File: config.mk
export PLATFORM = sky130hd
export DESIGN_NAME = alu_issue_stage
export DESIGN_NICKNAME = d
export VERILOG_FILES = /design/src/rtl/alu_pkg.sv /design/src/rtl/alu_cmd_fifo.sv /design/src/rtl/alu_issue_stage.sv
export SDC_FILE = /design/constraint.sdc
export NUM_CORES = 1
export LEC_CHECK = 0
export BUFFER_PORTS_ARGS = -buffer_cell sky130_fd_sc_hd__buf_2
export CORE_UTILIZATION = 59
export CTS_CLUSTER_DIAMETER = 150
export DETAILED_ROUTE_END_ITERATION = 10
export PLACE_DENSITY = 0.86
export SLEW_MARGIN = 20
export SYNTH_ARGS = -nofsm -noshare
export SYNTH_HDL_FRONTEND = slang
export SYNTH_SLANG_ARGS = --single-unit
File: constraint.sdc
create_clock -name clk -period 4.92 [get_ports clk]
set_input_delay 1.476 -clock clk [delete_from_list [all_inputs] [get_ports clk]]
set_output_delay 1.476 -clock clk [all_outputs]
set_load 0.05 [all_outputs]
File: src/rtl/alu_pkg.sv
// ============================================================================
// Module      : alu_pkg
// Description : Shared opcodes, issue-stage FSM states and command record.
// Revision    : 1.0 - initial release
// ============================================================================
`default_nettype none

package alu_pkg;

    localparam logic [1:0] OP_ADD = 2'b00;
    localparam logic [1:0] OP_SUB = 2'b01;
    localparam logic [1:0] OP_MUL = 2'b10;
    localparam logic [1:0] OP_DIV = 2'b11;

    typedef enum logic [1:0] {
        IDLE  = 2'd0,
        ISSUE = 2'd1,
        RESP  = 2'd2
    } state_e;

    typedef struct packed {
        logic [1:0] op;
        logic [7:0] a;
        logic [7:0] b;
    } cmd_t;

endpackage

`default_nettype wire

File: src/rtl/alu_cmd_fifo.sv
// ============================================================================
// Module      : alu_cmd_fifo
// Description : Synchronous command FIFO, power-of-two depth, wrapping pointers.
// Revision    : 1.0 - initial release
// ============================================================================
`default_nettype none

module alu_cmd_fifo
    import alu_pkg::*;
#(
    parameter int DEPTH = 4
) (
    input  logic                     clk,
    input  logic                     rst,
    input  logic                     push,
    input  cmd_t                     din,
    input  logic                     pop,
    output cmd_t                     dout,
    output logic                     full,
    output logic                     empty,
    output logic [$clog2(DEPTH):0]   count
);

    localparam int AW = $clog2(DEPTH);
    localparam logic [AW:0] c_full_count = (AW+1)'(DEPTH);

    cmd_t          r_mem [DEPTH];
    logic [AW-1:0] r_wr_ptr;
    logic [AW-1:0] r_rd_ptr;
    logic [AW:0]   r_count;
    logic          w_push_ok;
    logic          w_pop_ok;

    assign full      = (r_count == c_full_count);
    assign empty     = (r_count == '0);
    assign count     = r_count;
    assign dout      = r_mem[r_rd_ptr];
    assign w_push_ok = push & ~full;
    assign w_pop_ok  = pop & ~empty;

    always_ff @(posedge clk) begin
        if (w_push_ok) begin
            r_mem[r_wr_ptr] <= din;
        end
    end

    // Pointers are AW bits wide, so natural overflow gives the modulo-DEPTH wrap.
    always_ff @(posedge clk) begin
        if (rst) begin
            r_wr_ptr <= '0;
            r_rd_ptr <= '0;
            r_count  <= '0;
        end else begin
            if (w_push_ok) r_wr_ptr <= r_wr_ptr + AW'(1);
            if (w_pop_ok)  r_rd_ptr <= r_rd_ptr + AW'(1);
            case ({w_push_ok, w_pop_ok})
                2'b10:   r_count <= r_count + (AW+1)'(1);
                2'b01:   r_count <= r_count - (AW+1)'(1);
                default: r_count <= r_count;
            endcase
        end
    end

endmodule

`default_nettype wire

File: src/rtl/alu_issue_stage.sv
// ============================================================================
// Module      : alu_issue_stage
// Description : Queues ALU commands, issues them to an external datapath and
//               returns registered responses. Optional macro
//               ALU_DIV_ZERO_TRAP_EN forces div-by-zero results to 0 with rsp_dz.
// Revision    : 1.0 - initial release
// ============================================================================
`default_nettype none

module alu_issue_stage
    import alu_pkg::*;
#(
    parameter int DEPTH = 4
) (
    input  logic                     clk,
    input  logic                     rst,
    input  logic                     cmd_valid,
    output logic                     cmd_ready,
    input  logic [1:0]               cmd_op,
    input  logic [7:0]               cmd_a,
    input  logic [7:0]               cmd_b,
    output logic [7:0]               au_a,
    output logic [7:0]               au_b,
    output logic [1:0]               au_op,
    input  logic [15:0]              au_result,
    output logic                     rsp_valid,
    input  logic                     rsp_ready,
    output logic [15:0]              rsp_result,
    output logic [1:0]               rsp_op,
    output logic                     rsp_zero,
    output logic                     rsp_dz,
    output logic [$clog2(DEPTH):0]   fifo_count
);

    state_e      r_state;
    state_e      w_state_nxt;
    cmd_t        w_cmd_in;
    cmd_t        w_head;
    logic        w_push;
    logic        w_pop;
    logic        w_full;
    logic        w_empty;
    logic        w_dz;
    logic [15:0] w_result;

    logic [7:0]  r_au_a;
    logic [7:0]  r_au_b;
    logic [1:0]  r_au_op;
    logic        r_rsp_valid;
    logic [15:0] r_rsp_result;
    logic [1:0]  r_rsp_op;
    logic        r_rsp_zero;
    logic        r_rsp_dz;

    assign cmd_ready = ~w_full;
    assign w_push    = cmd_valid & ~w_full;
    assign w_cmd_in  = '{op: cmd_op, a: cmd_a, b: cmd_b};

    alu_cmd_fifo #(
        .DEPTH (DEPTH)
    ) u_fifo (
        .clk   (clk),
        .rst   (rst),
        .push  (w_push),
        .din   (w_cmd_in),
        .pop   (w_pop),
        .dout  (w_head),
        .full  (w_full),
        .empty (w_empty),
        .count (fifo_count)
    );

    always_ff @(posedge clk) begin
        if (rst) r_state <= IDLE;
        else     r_state <= w_state_nxt;
    end

    always_comb begin
        w_state_nxt = r_state;
        w_pop       = 1'b0;
        case (r_state)
            IDLE: begin
                if (!w_empty) begin
                    w_pop       = 1'b1;
                    w_state_nxt = ISSUE;
                end
            end
            ISSUE: w_state_nxt = RESP;
            RESP: begin
                if (rsp_ready) begin
                    // Back-to-back: next head goes straight to ISSUE on the handshake edge.
                    w_pop       = ~w_empty;
                    w_state_nxt = w_empty ? IDLE : ISSUE;
                end
            end
            default: w_state_nxt = IDLE;
        endcase
    end

`ifdef ALU_DIV_ZERO_TRAP_EN
    assign w_dz     = (r_au_op == OP_DIV) && (r_au_b == 8'h00);
    assign w_result = w_dz ? 16'h0000 : au_result;
`else
    assign w_dz     = 1'b0;
    assign w_result = au_result;
`endif

    always_ff @(posedge clk) begin
        if (rst) begin
            r_au_a       <= '0;
            r_au_b       <= '0;
            r_au_op      <= '0;
            r_rsp_valid  <= 1'b0;
            r_rsp_result <= '0;
            r_rsp_op     <= '0;
            r_rsp_zero   <= 1'b0;
            r_rsp_dz     <= 1'b0;
        end else begin
            if (w_pop) begin
                r_au_a  <= w_head.a;
                r_au_b  <= w_head.b;
                r_au_op <= w_head.op;
            end
            if (r_state == ISSUE) begin
                r_rsp_valid  <= 1'b1;
                r_rsp_result <= w_result;
                r_rsp_op     <= r_au_op;
                r_rsp_zero   <= (w_result == 16'h0000);
                r_rsp_dz     <= w_dz;
            end else if (r_state == RESP && rsp_ready) begin
                r_rsp_valid  <= 1'b0;
            end
        end
    end

    assign au_a       = r_au_a;
    assign au_b       = r_au_b;
    assign au_op      = r_au_op;
    assign rsp_valid  = r_rsp_valid;
    assign rsp_result = r_rsp_result;
    assign rsp_op     = r_rsp_op;
    assign rsp_zero   = r_rsp_zero;
    assign rsp_dz     = r_rsp_dz;

endmodule

`default_nettype wire

[Word-level counts from Yosys, hierarchy flattened]
Memories as Yosys holds them, arrays and structs flattened. A register that Yosys moved wholly into a read port is not among the register bits.
Cells that the tools add are included.
Storage, ports and cells
  register bits: 29
  latch bits: 0
  RAM bits: 72
  bits in read-only memories: 0
  input bits: 38
  output and inout port bits: 43
  logic and storage cells: 44
  memories kept: 1
Cells by class
  add/sub/neg operators: 4
  multipliers: 0
  divide/modulo/power cells: 0
  $lt $le $gt $ge: 0
  equal/unequal tests: 7
  shifts and indexed selects: 0
  muxes and demuxes: 12
  bitwise logic cells: 5
  reductions and logical operators: 7
Memories
  u_fifo.r_mem: depth 4, bits a word 18, rd ports 1, clocked after Yosys merged registers in 1, write ports 1, RTL line alu_cmd_fifo.sv:27  | cmd_t r_mem [DEPTH];
Operators with widths (number)
  $logic_not A16 Y1: 1
  $mux W1: 7
  $pmux W2 S3: 1
  $pmux W3 S2: 1
  $add A2 B1 Y2 const B: 2
  $eq A2 B1 Y1 const B: 2
  $eq A2 B2 Y1 const B: 2
  $mux W2: 2
  $ne A2 B2 Y1 const B: 2
  $reduce_bool A2 Y1: 2
  $add A3 B1 Y3 const B: 1
  $and A1 B1 Y1: 3
  $eq A3 B3 Y1 const B: 1
  $logic_not A3 Y1: 1
  $sub A3 B1 Y3 const B: 1
  $logic_not A2 Y1: 1
  $not A1 Y1: 2
  $pmux W1 S2: 1
  $reduce_and A2 Y1: 1
  $logic_and A1 B1 Y1: 1

[Longest topological paths before layout]
  depth in word-level cells: 7
  mapped depth: 9
  depth with buffers taken out: 8

[Modules after synthesis]
Synthesis repeated with hierarchy kept, for this count alone.
Unflattened totals
  cell total of the unflattened synthesis: 337
  area, all modules: 4694.5 um2
Modules (own cells, without submodules)
  alu_cmd_fifo: instances 1, cells an instance 148, area each 3114.2 um2, sequential area each 2342.2 um2
  alu_issue_stage: instances 1, cells an instance 189, area each 1580.3 um2, sequential area each 800.8 um2

[Worst setup path after synthesis]
Ideal clock, no wire load.
  kind: in2reg
  start point: input port rsp_ready
  end point: register u_fifo.r_count[2], in the netlist u_fifo.count[2]
  library setup time: 0.070 ns
  arrival: 3.406 ns
  required time: 4.850 ns
  setup slack: 1.444 ns
  stages on the path: 9
  path buffers: 1
  cells stage by stage: and2b_2 nor3_4 buf_2 ha_1 inv_1 fa_1 xor2_1 or3_1 a21oi_1
Between the ends
  longest elaborated chain between the ends: 5
Ends and longest elaborated chain
  start, declared: RTL line alu_issue_stage.sv:27  | input logic rsp_ready,
  $mux W1 *: RTL line alu_issue_stage.sv:90  | if (rsp_ready) begin
  $pmux W1 S2 *: RTL line alu_issue_stage.sv:81  | case (r_state)
  $and A1 B1 Y1 *: RTL line alu_cmd_fifo.sv:39  | assign w_pop_ok = pop & ~empty;
  via u_fifo.w_pop_ok: RTL line alu_cmd_fifo.sv:32  | logic w_pop_ok;
  $eq A2 B1 Y1 or $eq A2 B2 Y1 (tied branches): RTL line alu_cmd_fifo.sv:56  | case ({w_push_ok, w_pop_ok})
  $pmux W3 S2 or $reduce_bool A2 Y1 (tied branches)
  end signal, assigned: RTL line alu_cmd_fifo.sv:57  | 2'b10: r_count <= r_count + (AW+1)'(1);
  end signal, assigned: RTL line alu_cmd_fifo.sv:58  | 2'b01: r_count <= r_count - (AW+1)'(1);
  end signal, assigned: RTL line alu_cmd_fifo.sv:59  | default: r_count <= r_count;
  end, declared: RTL line alu_cmd_fifo.sv:30  | logic [AW:0] r_count;
Mark *: on every way through the listed nets, which the timed path passes. The rest lies on a longest branch.
A chain may end at the register's enable or synchronous reset.

[Final worst setup path]
  start point: register u_fifo.r_count[2], in the netlist u_fifo.count[2]
  end point: output port cmd_ready
Between the ends
  longest elaborated chain between the ends: 2
Ends and longest elaborated chain
  $eq A3 B3 Y1: RTL line alu_cmd_fifo.sv:34  | assign full = (r_count == c_full_count);
  $not A1 Y1: RTL line alu_issue_stage.sv:55  | assign cmd_ready = ~w_full;
  end, declared: RTL line alu_issue_stage.sv:18  | output logic cmd_ready,
No other way between the ends.

==> impl_metrics.json <==
{
  "grt_overflow": 0,
  "drive_above_1_share": 0.334,
  "synth_flop_cell": "edfxtp_1",
  "io_pins": 81,
  "viasPerCell": 5.57,
  "synthTopCellsByCount": "72 x edfxtp_1, 47 x dfxtp_1, 38 x nand2_1, 25 x a21oi_1, 19 x nand2b_1",
  "period_share": 0.644,
  "clockPowerShare": 0.315,
  "antenna_cells": 0,
  "synth_edf_count": 72,
  "synth.avg_cell_area_um2": 14.8,
  "power.density_nw_per_um2": 650,
  "area_growth_pct": 21.6,
  "finalHoldViolCount": 0,
  "synth_warnings": 0,
  "arrival_ns": 1.69,
  "synth_area_leaders": "edfxtp_1 48%, dfxtp_1 21%, mux4_2 8.9%",
  "gp_congestion": 0.751,
  "postLayoutCellArea_um2": 5530,
  "die_y_um": 89.8,
  "path_class": "reg -> out",
  "cts_resized": 0,
  "power.leakage_nw": 2.05,
  "finalWirelength_mm": 8.75,
  "postCtsSetupBuffers": 0,
  "end_kind": "output pin",
  "placed_area_um2": 4980,
  "syn-num-nets": 351,
  "synth.distinct_cells": 39,
  "numCtsBuffers": 17,
  "drc": 0,
  "async_reset_ff_frac": 0,
  "cts_buffer_depth": 2,
  "num_vias": 2784,
  "ys_ff_latch": 119,
  "yosysSeqAreaShare": 0.683,
  "track_usage": 0.232,
  "cts_tree": "yes",
  "syn_inst": 307,
  "final_antenna_net_count": 0,
  "rsz0062_at_grt": "no",
  "grt_pass1_wl_mm": 13.9,
  "power_frac_seq": 0.378,
  "rows": 31,
  "p_sw_frac": 0.365,
  "synth-simple-area-share": 0.105,
  "layout.nets": 432,
  "drt-initial-drc-count": 161,
  "finalSetupViolations": 0,
  "p_sw_mw": 1.31,
  "synth-xor-area-share": 0.00385,
  "dieArea_um2": 8060,
  "crit_fanout": 10,
  "muxShareOfSynthArea": 0.0917,
  "comb_power_share": 0.306,
  "initial_core_util": 0.620,
  "synth_compound_area_frac": 0.0708,
  "cts.clk_slew.worst_paths_ns": 0.06,
  "yosysMostFrequentCell": "edfxtp_1",
  "grt_max_degree": 50,
  "yosysTopAreaCellShare": 0.476,
  "internal_power_mw": 2.28,
  "drv_slew": 0,
  "antenna_found_initial": 0,
  "die_w_um": 89.8,
  "dp_hpwl_mm": 5.14,
  "drtPass1Iterations": 4,
  "placement.io_buffers": 79,
  "cp-start-kind": "flop",
  "syn_area_um2": 4540,
  "wl_per_cell_um": 17.5,
  "synth_fa_ha_area_frac": 0.0182,
  "ir_worst_vdd_uv": 400,
  "tightest_slew_ns": 1.05,
  "grt_pass1_vias": 2762,
  "status": "completed",
  "fill_cells": 442,
  "worst_clock_skew_ns": 0.00809,
  "finalSetupTns_ns": 0,
  "ctsHoldBuffers": 0,
  "coreArea_um2": 7330,
  "maxCapViolCount": 0,
  "synth_top_family_by_area": "simple AND/OR/NAND/NOR gates",
  "htree_num_levels": 4,
  "hold_path_class": "reg -> reg",
  "synth_top_area_cell": "edfxtp_1",
  "min_period_ns": 3.17,
  "clkSinkCount": 119,
  "root_buffer": "clkbuf_8",
  "max_slew_margin": 0.294,
  "critPathRequiredTime_ns": 3.44,
  "fmax_ghz": 0.315,
  "clk_latency_ns": 0.51
}
-- per-layer routing --
layer | up-vias | share of wire | GRT usage
li1 | 1311 | - | -
met1 | 1362 | 0.41 | 0.274
met3 | 11 | 0.061 | 0.0761
met2 | 100 | 0.51 | 0.399
met5 | - | 0 | 0
met4 | 0 | 0.012 | 0.0779
-- final cells by class --
type                    count  area [um2]  share of cell area
well taps                  99         124              0.0224
clock inverters            14         134              0.0242
clock buffers              18         418              0.0756
inverters                   5        18.8             0.00340
repair buffers             81         410              0.0742
multi-input cells         164        1320               0.239
flip-flops and latches    119        3100               0.561
-- path summary, 6_finish.rpt --
| kind | depth (start not counted) | to | startpoint | slack (ns) |
|---|---|---|---|---|
| worst min register to register | 2 | rsp_result[11] | rsp_result[11] | 0.45 |
| worst max register to register | 9 | u_fifo.count[2] | u_fifo.count[0] | 2.56 |
| worst max-delay path | 2 | cmd_ready | u_fifo.count[2] | 1.75 |
| worst min-delay path | 2 | rsp_result[11] | rsp_result[11] | 0.45 |
-- registers in the layout, indices dropped and copies added (netlist names) --
| signal | flops |
|---|---|
| rsp_zero | 1 |
| au_b | 8 |
| rsp_op | 2 |
| rsp_valid | 1 |
| u_fifo.r_wr_ptr | 2 |
| u_fifo.count | 3 |
| rsp_result | 16 |
| u_fifo.r_mem | 72 |
| au_op | 2 |
| u_fifo.r_rd_ptr | 2 |
| r_state | 2 |
| au_a | 8 |
-- cell usage in the layout (no fill, tap or decap), drive strengths merged, types with 2 or more instances in the layout --
| master | count |
|---|---|
| nor2 | 5 |
| a21o | 2 |
| buf | 81 |
| clkinv | 7 |
| xor2 | 2 |
| clkbuf | 18 |
| and3 | 4 |
| nor3 | 4 |
| clkinvlp | 4 |
| nor4 | 4 |
| nor2b | 3 |
| o2bb2ai | 18 |
| dfxtp | 47 |
| mux4 | 18 |
| bufinv | 2 |
| nand3 | 4 |
| inv | 6 |
| nand2b | 19 |
| a21oi | 25 |
| o21ai | 2 |
| nand2 | 38 |
| edfxtp | 72 |
| ha | 5 |
-- power groups by stage --
stage	Sequential, mW	Combinational (mW)	Clock (mW)
2_1_floorplan	1.71	0.512	0
3_3_place_gp	1.37	1.06	0
3_5_place_dp	1.38	1.09	0
4_1_cts	1.36	1.11	1.14
5_1_grt	1.38	1.17	1.19
6_report	1.36	1.10	1.13
-- per-stage QoR --
| stage | power, mW | hold WS, ns | util | setup slack [ns] | std cells |
|---|---|---|---|---|---|
| finish | 3.59 | 0.451 | 0.754 | 1.75 | 500 |
| global route | 3.74 | 0.469 | 0.754 | 1.67 | 500 |
| CTS | 3.62 | 0.451 | 0.754 | 1.74 | 500 |
| detailed placement | 2.47 | 0.444 | 0.679 | 1.36 | 468 |
| global placement | 2.43 | 0.439 | 0.678 | 1.44 | 468 |
| floorplan | 2.22 | 0.558 | - | 1.44 | 307 |
-- cells by family (layout without fill, tap and decap cells) --
group                      count (synthesis)  after routing
AOI/OAI and AO/OA                         48             48
xor gates and xnor gates                   2              2
adders and majority gates                  6              6
buffers and inverters                     24            118
DFF                                      119            119
muxes                                     19             19
other                                      1              1
and+or+nand+nor                           88             88
-- critical path, stage by stage (launching register included) --
cell     delay (ns)
dfxtp_1        0.41
or3b_1         0.50
buf_2          0.27
Note: power is estimated with default switching activity, not from simulation.
